<file path="config.mk">
export PLATFORM = sky130hd
export DESIGN_NAME = cond_check_unit
export DESIGN_NICKNAME = d
export VERILOG_FILES = /design/src/rtl/cond_pkg.sv /design/src/rtl/cond_eval.sv /design/src/rtl/cond_check_unit.sv
export SDC_FILE = /design/constraint.sdc
export NUM_CORES = 1
export LEC_CHECK = 0
export BUFFER_PORTS_ARGS = -buffer_cell sky130_fd_sc_hd__buf_2
export CAP_MARGIN = 15
export CORE_ASPECT_RATIO = 0.75
export CORE_UTILIZATION = 25
export CTS_BUF_LIST = sky130_fd_sc_hd__clkbuf_2
export CTS_CLUSTER_DIAMETER = 40
export DETAILED_ROUTE_END_ITERATION = 10
export GPL_TIMING_DRIVEN = 0
export PLACE_DENSITY_LB_ADDON = 0.15
export SLEW_MARGIN = 25
export SYNTH_ARGS = -nofsm -noshare
export SYNTH_HDL_FRONTEND = slang
export SYNTH_SLANG_ARGS = --single-unit
</file>
<file path="constraint.sdc">
create_clock -name clk -period 2.47 [get_ports clk]
set_input_delay 0.3705 -clock clk [delete_from_list [all_inputs] [get_ports clk]]
set_output_delay 0.3705 -clock clk [all_outputs]
set_load 0.005 [all_outputs]
</file>
<file path="src/rtl/cond_pkg.sv">
// Shared constants for the condition-check unit:
// ARM condition codes, NZCV flag indices and flag-write select bits.
package cond_pkg;

  localparam logic [3:0] COND_EQ = 4'h0;
  localparam logic [3:0] COND_NE = 4'h1;
  localparam logic [3:0] COND_CS = 4'h2;
  localparam logic [3:0] COND_CC = 4'h3;
  localparam logic [3:0] COND_MI = 4'h4;
  localparam logic [3:0] COND_PL = 4'h5;
  localparam logic [3:0] COND_VS = 4'h6;
  localparam logic [3:0] COND_VC = 4'h7;
  localparam logic [3:0] COND_HI = 4'h8;
  localparam logic [3:0] COND_LS = 4'h9;
  localparam logic [3:0] COND_GE = 4'hA;
  localparam logic [3:0] COND_LT = 4'hB;
  localparam logic [3:0] COND_GT = 4'hC;
  localparam logic [3:0] COND_LE = 4'hD;
  localparam logic [3:0] COND_AL = 4'hE;
  localparam logic [3:0] COND_NV = 4'hF;

  localparam int FLAG_N = 3;
  localparam int FLAG_Z = 2;
  localparam int FLAG_C = 1;
  localparam int FLAG_V = 0;

  localparam int FLAGW_NZ = 1;
  localparam int FLAGW_CV = 0;

endpackage

</file>
<file path="src/rtl/cond_eval.sv">
// Pure combinational ARM condition evaluator (shared with branch predictor).
// Ports: i_cond[3:0] condition field, i_nzcv[3:0] flags, o_pass result.
module cond_eval
  import cond_pkg::*;
(
  input  logic [3:0] i_cond,
  input  logic [3:0] i_nzcv,
  output logic       o_pass
);

  logic w_n, w_z, w_c, w_v;

  assign w_n = i_nzcv[FLAG_N];
  assign w_z = i_nzcv[FLAG_Z];
  assign w_c = i_nzcv[FLAG_C];
  assign w_v = i_nzcv[FLAG_V];

  always_comb begin
    o_pass = 1'b0;
    unique case (i_cond)
      COND_EQ: o_pass = w_z;
      COND_NE: o_pass = !w_z;
      COND_CS: o_pass = w_c;
      COND_CC: o_pass = !w_c;
      COND_MI: o_pass = w_n;
      COND_PL: o_pass = !w_n;
      COND_VS: o_pass = w_v;
      COND_VC: o_pass = !w_v;
      COND_HI: o_pass = w_c && !w_z;
      COND_LS: o_pass = !w_c || w_z;
      COND_GE: o_pass = (w_n == w_v);
      COND_LT: o_pass = (w_n != w_v);
      COND_GT: o_pass = !w_z && (w_n == w_v);
      COND_LE: o_pass = w_z || (w_n != w_v);
      COND_AL: o_pass = 1'b1;
      COND_NV: o_pass = 1'b1; // legacy NV encoding behaves as AL
      default: o_pass = 1'b0;
    endcase
  end

endmodule

</file>
<file path="src/rtl/cond_check_unit.sv">
// Multi-context NZCV flag banks with shadow save/restore and ARM condition gating.
// Ports: clk, reset (sync, high), valid_i, ctx_i, cond_i, flag_w_i, alu_flags_i,
//   save_i, restore_i -> cond_ex_o, flags_o; exec_cnt_o/squash_cnt_o with COND_STATS_EN.
module cond_check_unit
  import cond_pkg::*;
#(
  parameter int NUM_CTX = 2,
`ifdef COND_STATS_EN
  parameter int CNT_W   = 16,
`endif
  parameter int CTX_W   = 1
) (
  input  logic             clk,
  input  logic             reset,
  input  logic             valid_i,
  input  logic [CTX_W-1:0] ctx_i,
  input  logic [3:0]       cond_i,
  input  logic [1:0]       flag_w_i,
  input  logic [3:0]       alu_flags_i,
  input  logic             save_i,
  input  logic             restore_i,
  output logic             cond_ex_o,
`ifdef COND_STATS_EN
  output logic [CNT_W-1:0] exec_cnt_o,
  output logic [CNT_W-1:0] squash_cnt_o,
`endif
  output logic [3:0]       flags_o
);

  logic [3:0]  r_live   [NUM_CTX];
  logic [3:0]  r_shadow [NUM_CTX];

  logic [31:0] w_ctx;
  logic        w_in_rng;
  logic        w_ok;
  logic        w_pass;
  logic        w_wr;
  logic [3:0]  w_cur;

  assign w_ctx    = 32'(ctx_i);
  assign w_in_rng = (w_ctx < 32'(NUM_CTX));
  assign w_ok     = valid_i && w_in_rng;

  // Mux rather than direct index so out-of-range ctx reads as zero.
  always_comb begin
    w_cur = 4'b0000;
    for (int i = 0; i < NUM_CTX; i++) begin
      if (w_ctx == 32'(i)) w_cur = r_live[i];
    end
  end

  cond_eval u_eval (
    .i_cond (cond_i),
    .i_nzcv (w_cur),
    .o_pass (w_pass)
  );

  assign w_wr      = w_ok && w_pass;
  assign cond_ex_o = w_wr;
  assign flags_o   = w_cur;

  // All branches read pre-edge values; restore beats ALU write,
  // save+restore swaps, save+write stores the old live flags.
  always_ff @(posedge clk) begin
    for (int i = 0; i < NUM_CTX; i++) begin
      if (reset) begin
        r_live[i]   <= 4'b0000;
        r_shadow[i] <= 4'b0000;
      end else if (w_in_rng && (w_ctx == 32'(i))) begin
        if (save_i && restore_i) begin
          r_live[i]   <= r_shadow[i];
          r_shadow[i] <= r_live[i];
        end else if (restore_i) begin
          r_live[i] <= r_shadow[i];
        end else begin
          if (save_i) r_shadow[i] <= r_live[i];
          if (w_wr && flag_w_i[FLAGW_NZ])
            r_live[i][FLAG_N:FLAG_Z] <= alu_flags_i[FLAG_N:FLAG_Z];
          if (w_wr && flag_w_i[FLAGW_CV])
            r_live[i][FLAG_C:FLAG_V] <= alu_flags_i[FLAG_C:FLAG_V];
        end
      end
    end
  end

`ifdef COND_STATS_EN
  logic [CNT_W-1:0] r_exec;
  logic [CNT_W-1:0] r_squash;

  always_ff @(posedge clk) begin
    if (reset) begin
      r_exec   <= '0;
      r_squash <= '0;
    end else begin
      if (w_ok && w_pass && (r_exec != '1))
        r_exec <= r_exec + 1'b1;
      if (w_ok && !w_pass && (r_squash != '1))
        r_squash <= r_squash + 1'b1;
    end
  end

  assign exec_cnt_o   = r_exec;
  assign squash_cnt_o = r_squash;
`endif

endmodule

</file>
After elaboration in Yosys (flattened, before gate mapping):

Memory sizes are Yosys's and may differ from the RTL's.
Index checks and enable logic that the tools add are counted.

* equal/unequal tests: 17
* reduce and logical (&&, ||, !) cells: 18
* bitwise logic cells: 12
* muxes and demuxes: 59
* $lt $le $gt $ge: 1

Operator list (count)
* $mux W1: 44
* $mux W4: 10
* $eq A4 B4 Y1 const B: 8
* $logic_not A32 Y1: 1
* $eq A4 B3 Y1 const B: 4
* $pmux W1 S15: 1
* $or A1 B1 Y1: 12
* $logic_and A1 B1 Y1: 9
* $eq A4 B2 Y1 const B: 2
* $mux W2: 4
* $eq A4 B1 Y1 const B: 1
* $logic_not A1 Y1: 4
* $logic_not A4 Y1: 1
* $logic_or A1 B1 Y1: 2
* $lt A1 B2 Y1 const B: 1
* $reduce_or A2 Y1: 1
* $eq A1 B1 Y1: 1
* $ne A1 B1 Y1: 1

* RAM bits: 16
* bits of input ports: 16
* register bits after elaboration: 0
* logic and storage cells: 109
* output and inout bits: 5
* memories kept: 2

Memories
* r_live: depth 2, width 4, read ports 2, clocked after memory_dff 0, wr ports 2, RTL line cond_check_unit.sv:30 `logic [3:0] r_live [NUM_CTX];`
* r_shadow: depth 2, width 4, read ports 2, clocked after memory_dff 0, wr ports 2, RTL line cond_check_unit.sv:31 `logic [3:0] r_shadow [NUM_CTX];`

Longest topological paths before layout:

* depth after elaboration: 15
* mapped depth: 8
* gate-level depth less buffers: 7

Hierarchy:

Synthesis repeated with hierarchy kept, for this count alone.

* cells, all modules: 86
* area total of the unflattened synthesis: 1022.2 sq um

By module, submodules not included
* cond_check_unit: sequential area each 480.5 sq um, times used 1, area an instance 820.8 sq um, cells an instance 57
* cond_eval: sequential area each 0.0 sq um, times used 1, area an instance 201.4 sq um, cells an instance 29

Worst setup path after synthesis:

Ideal clock, no wire load.

* path kind: input -> register
* from: input ctx_i
* to: memory r_live[0][2] (data pin)
* data required time: 2.213 ns
* cell stages on the path: 7
* path buffers: 1
* slack: 0.314 ns
* library setup time: 0.257 ns
* arrival time: 1.899 ns
* path through: buf_6 inv_2 mux4_2 and4b_1 o21ai_2 o311ai_4 a32o_1

RTL lines
* start: declaration: RTL line cond_check_unit.sv:16 `input logic [CTX_W-1:0] ctx_i,`
* end: declaration: RTL line cond_check_unit.sv:30

==> out/results.tsv <==
stage	metric	value	unit
status	run_status	finished, violations left	
status	violations	negative setup slack	
yosys	synth_cells	104	
yosys	syn_area	1102	µm²
sta	slew_headroom	0.6678	
yosys	syn_nets	120	
layout	layout_common_cells	20 x buf_2, 16 x edfxtp_1, 9 x nor2_1	
sta	worst_clock_skew	15.10	ps
setup_path	worstPathMaxFanout	3	
clock_tree	clock_path_buffers	2	
clock_tree	root_buffer	clkbuf_2	
drt	firstDrtPassIters	4	
layout	drive_above_1_share	0.3125	
drt	drt-initial-drc-count	55	
power	pwr-share-comb	0.267	
die	die_h	59.51	µm
sta	setup_viol	1	
setup_path	criticalPathCategory	flop to primary output	
power	net-switching-power	0.0001717	W
power	pwr-share-seq	0.556	
layout	multi_input_area	609.3	µm²
setup_path	cp-start-kind	flop	
die	dieArea	4682	µm²
setup_path	timing.rr.start	r_live[1][3]	
global_routing	grt_pass1_vias	827	
yosys	synth_seq_cells	16	
setup_path	r2r_cells	7	
sta	fin_hold_ws	520.6	ps
hold_path	min_to	r_shadow[1][0]	
hold_path	hold_path.class	input pin to flop	
yosys	syn_avg_cell_area	10.60	µm²
global_routing	grt_first_pass_wirelength	4374	µm
placement	dp_slack	-16.77	ps
layout	layout.nets	146	
placement	routabilityCongestion	0.8307	
drt	wl	2717	µm
power	internal-power	0.0004224	W
yosys	synthAdderAreaFrac	0	
clock_tree	numClockSinks	16	
clock_tree	cts_made_buffers	3	
power	p_sw_frac	0.2890	
drt	via_per_inst	5.109	
power	clock_power_share	0.177	
sta	fin_crit	2504	ps
drt	wire_per_inst	14.85	µm
setup_path	end_kind	primary output	
setup_path	required	2100	ps
yosys	muxShareOfSynthArea	0.07946	
global_routing	grt_max_degree	11	
layout	area_growth	21.00	%
global_routing	grt.overflow.total	0	
yosys	synth-edff-count	16	
clock_tree	tritoncts	done	
drt	drc	0	
layout	fillers	435	
die	core_area	4129	µm²
clock_tree	h-tree-depth	1	
placement	dp_hpwl	2160	µm
sta	maxSlewViolCount	0	
die	start_util	0.2670	
layout	seq_area	480.5	µm²
sta	tns	-34.42	ps
layout	stdcell_area	1334	µm²
drt	via_count	935	
yosys	synthArstFlopShare	0	
yosys	ys_seq_area_frac	0.4359	
yosys	yosys.area_share.xor_xnor	0.03178	
yosys	synth_top_flop_cell	edfxtp_1	
global_routing	grt_usage	0.1285	
yosys	synth-simple-area-share	0.2259	
global_routing	antenna_found_initial	0	
clock_tree	clk_pin_slew_worst_paths	140	ps
die	io_pins	21	
yosys	yosysUniqueCellTypes	36	
yosys	synth_compound_area_frac	0.1839	
power	power.density	445.4	nW/µm²
sta	tightest_slew	497.1	ps
die	rows	20	
setup_path	cp_data_arrival_time	2130	ps
placement	placed_area	1261	µm²
yosys	yosysWarnings	0	
placement	io_buffers	18	
job	drv_cap	0	
power	peakVddDrop	229.8	µV
drt	drtAntennaViolNets	0	
sta	max_freq	0.3993	GHz
sta	rsz0062_at_grt	true	
layout	layout_commonest_cell	buf_2	
hold_path	whs_path_depth	2	
sta	hold_viol	0	
clock_tree	clk_latency	280	ps
yosys	synth_top_family_by_area	simple AND/OR/NAND/NOR gates	
sta	fin_ws	-34.42	ps
die	die_width	78.68	µm
power	leakage	0.5457	nW
setup_path	r2r_end	r_live[0][3]	
hold_path	holdCritStartpoint	save_i	
layout	antenna_cells	0	
setup_path	rrSetupSlack	30	ps
sta	timing.final.crit_share	1.014	
[power groups by stage]
stage,Sequential (W),Clock [W],Combinational (W)
2_1_floorplan,0.000331,0,0.0000907
3_3_place_gp,0.000336,0,0.000139
3_5_place_dp,0.000336,0,0.000138
4_1_cts,0.000330,0.000109,0.000155
5_1_grt,0.000333,0.000124,0.000173
6_report,0.000330,0.000105,0.000158
[cell usage after synthesis (2+ instances only)]
cell type	instances	area [µm²]
a21o_1	2	15.01
nor3b_1	2	15.01
and3_1	4	25.02
nor2b_1	2	12.51
nand3_1	6	30.03
a32o_1	8	80.08
edfxtp_1	16	480.5
nand3b_1	2	15.01
nand2_1	5	18.77
mux2i_1	4	40.04
inv_1	5	18.77
o21ai_0	6	30.03
and2_1	6	37.54
xnor2_1	3	26.28
a21oi_1	3	15.01
buf_2	2	10.01
nor2_1	9	33.78
[layout make-up]
type | count | area share
Multi-Input combinational cell | 78 | 0.4568
Sequential cell | 16 | 0.3602
Timing Repair Buffer | 21 | 0.08443
Tap cell | 55 | 0.05159
Buffer | 4 | 0.01876
Inverter | 6 | 0.01689
Clock buffer | 3 | 0.01126
[worst max-delay path by stage]
stage                  from      endpoint  depth (start not counted)
6_report       r_live[1][3]     cond_ex_o                          6
5_1_grt        r_live[1][3]     cond_ex_o                          6
4_1_cts        r_live[1][3]     cond_ex_o                          6
3_5_place_dp      cond_i[0]     cond_ex_o                          9
3_3_place_gp      cond_i[0]  r_live[0][1]                          7
2_1_floorplan         ctx_i  r_live[0][2]                          7
[routing by layer]
metal	vias to the layer above	track usage	wire [µm]
met2	25	0.1689	1096
met3	0	0.04154	124
met1	456	0.2072	1497
met5	-	0	0
li1	454	-	-
met4	0	0.002646	0
[state kept, by name (all words and copies together), names as in the netlist]
| signal | cells |
|---|---|
| r_live | 8 |
| r_shadow | 8 |
[what timing repair did]
item / CTS / global route
gates resized for setup: 5 / 4
setup endpoints to repair: 1 / 17
setup buffers: 3 / 0
pin swaps: 4 / 2
hold buffers: 0 / 0
endpoints found under the hold margin: 0 / 0
[stage by stage]
step | cells | util | total power, W
after global placement | 177 | 0.3055 | 0.0004757
final | 183 | 0.3230 | 0.0005941
after global routing | 183 | 0.3230 | 0.0006295
after floorplan | 104 | - | 0.0004219
after CTS | 183 | 0.3215 | 0.0005948
after detailed placement | 177 | 0.3055 | 0.0004743
[critical path, cell delays in order, from the launching register on]
cell and delay [ps]:
edfxtp_1 490, xnor2_2 180, mux4_2 480, and4b_2 270
nor4b_4 240, nor2_1 60, buf_2 130
[logic make-up after synthesis]
logic type,count (synthesis)
buffers and inverters,10
multiplexers,7
flip-flops,16
AND/OR/NAND/NOR,42
XOR/XNOR,4
AO/OA/AOI/OAI,25
Power figures use the tool's default switching activity.
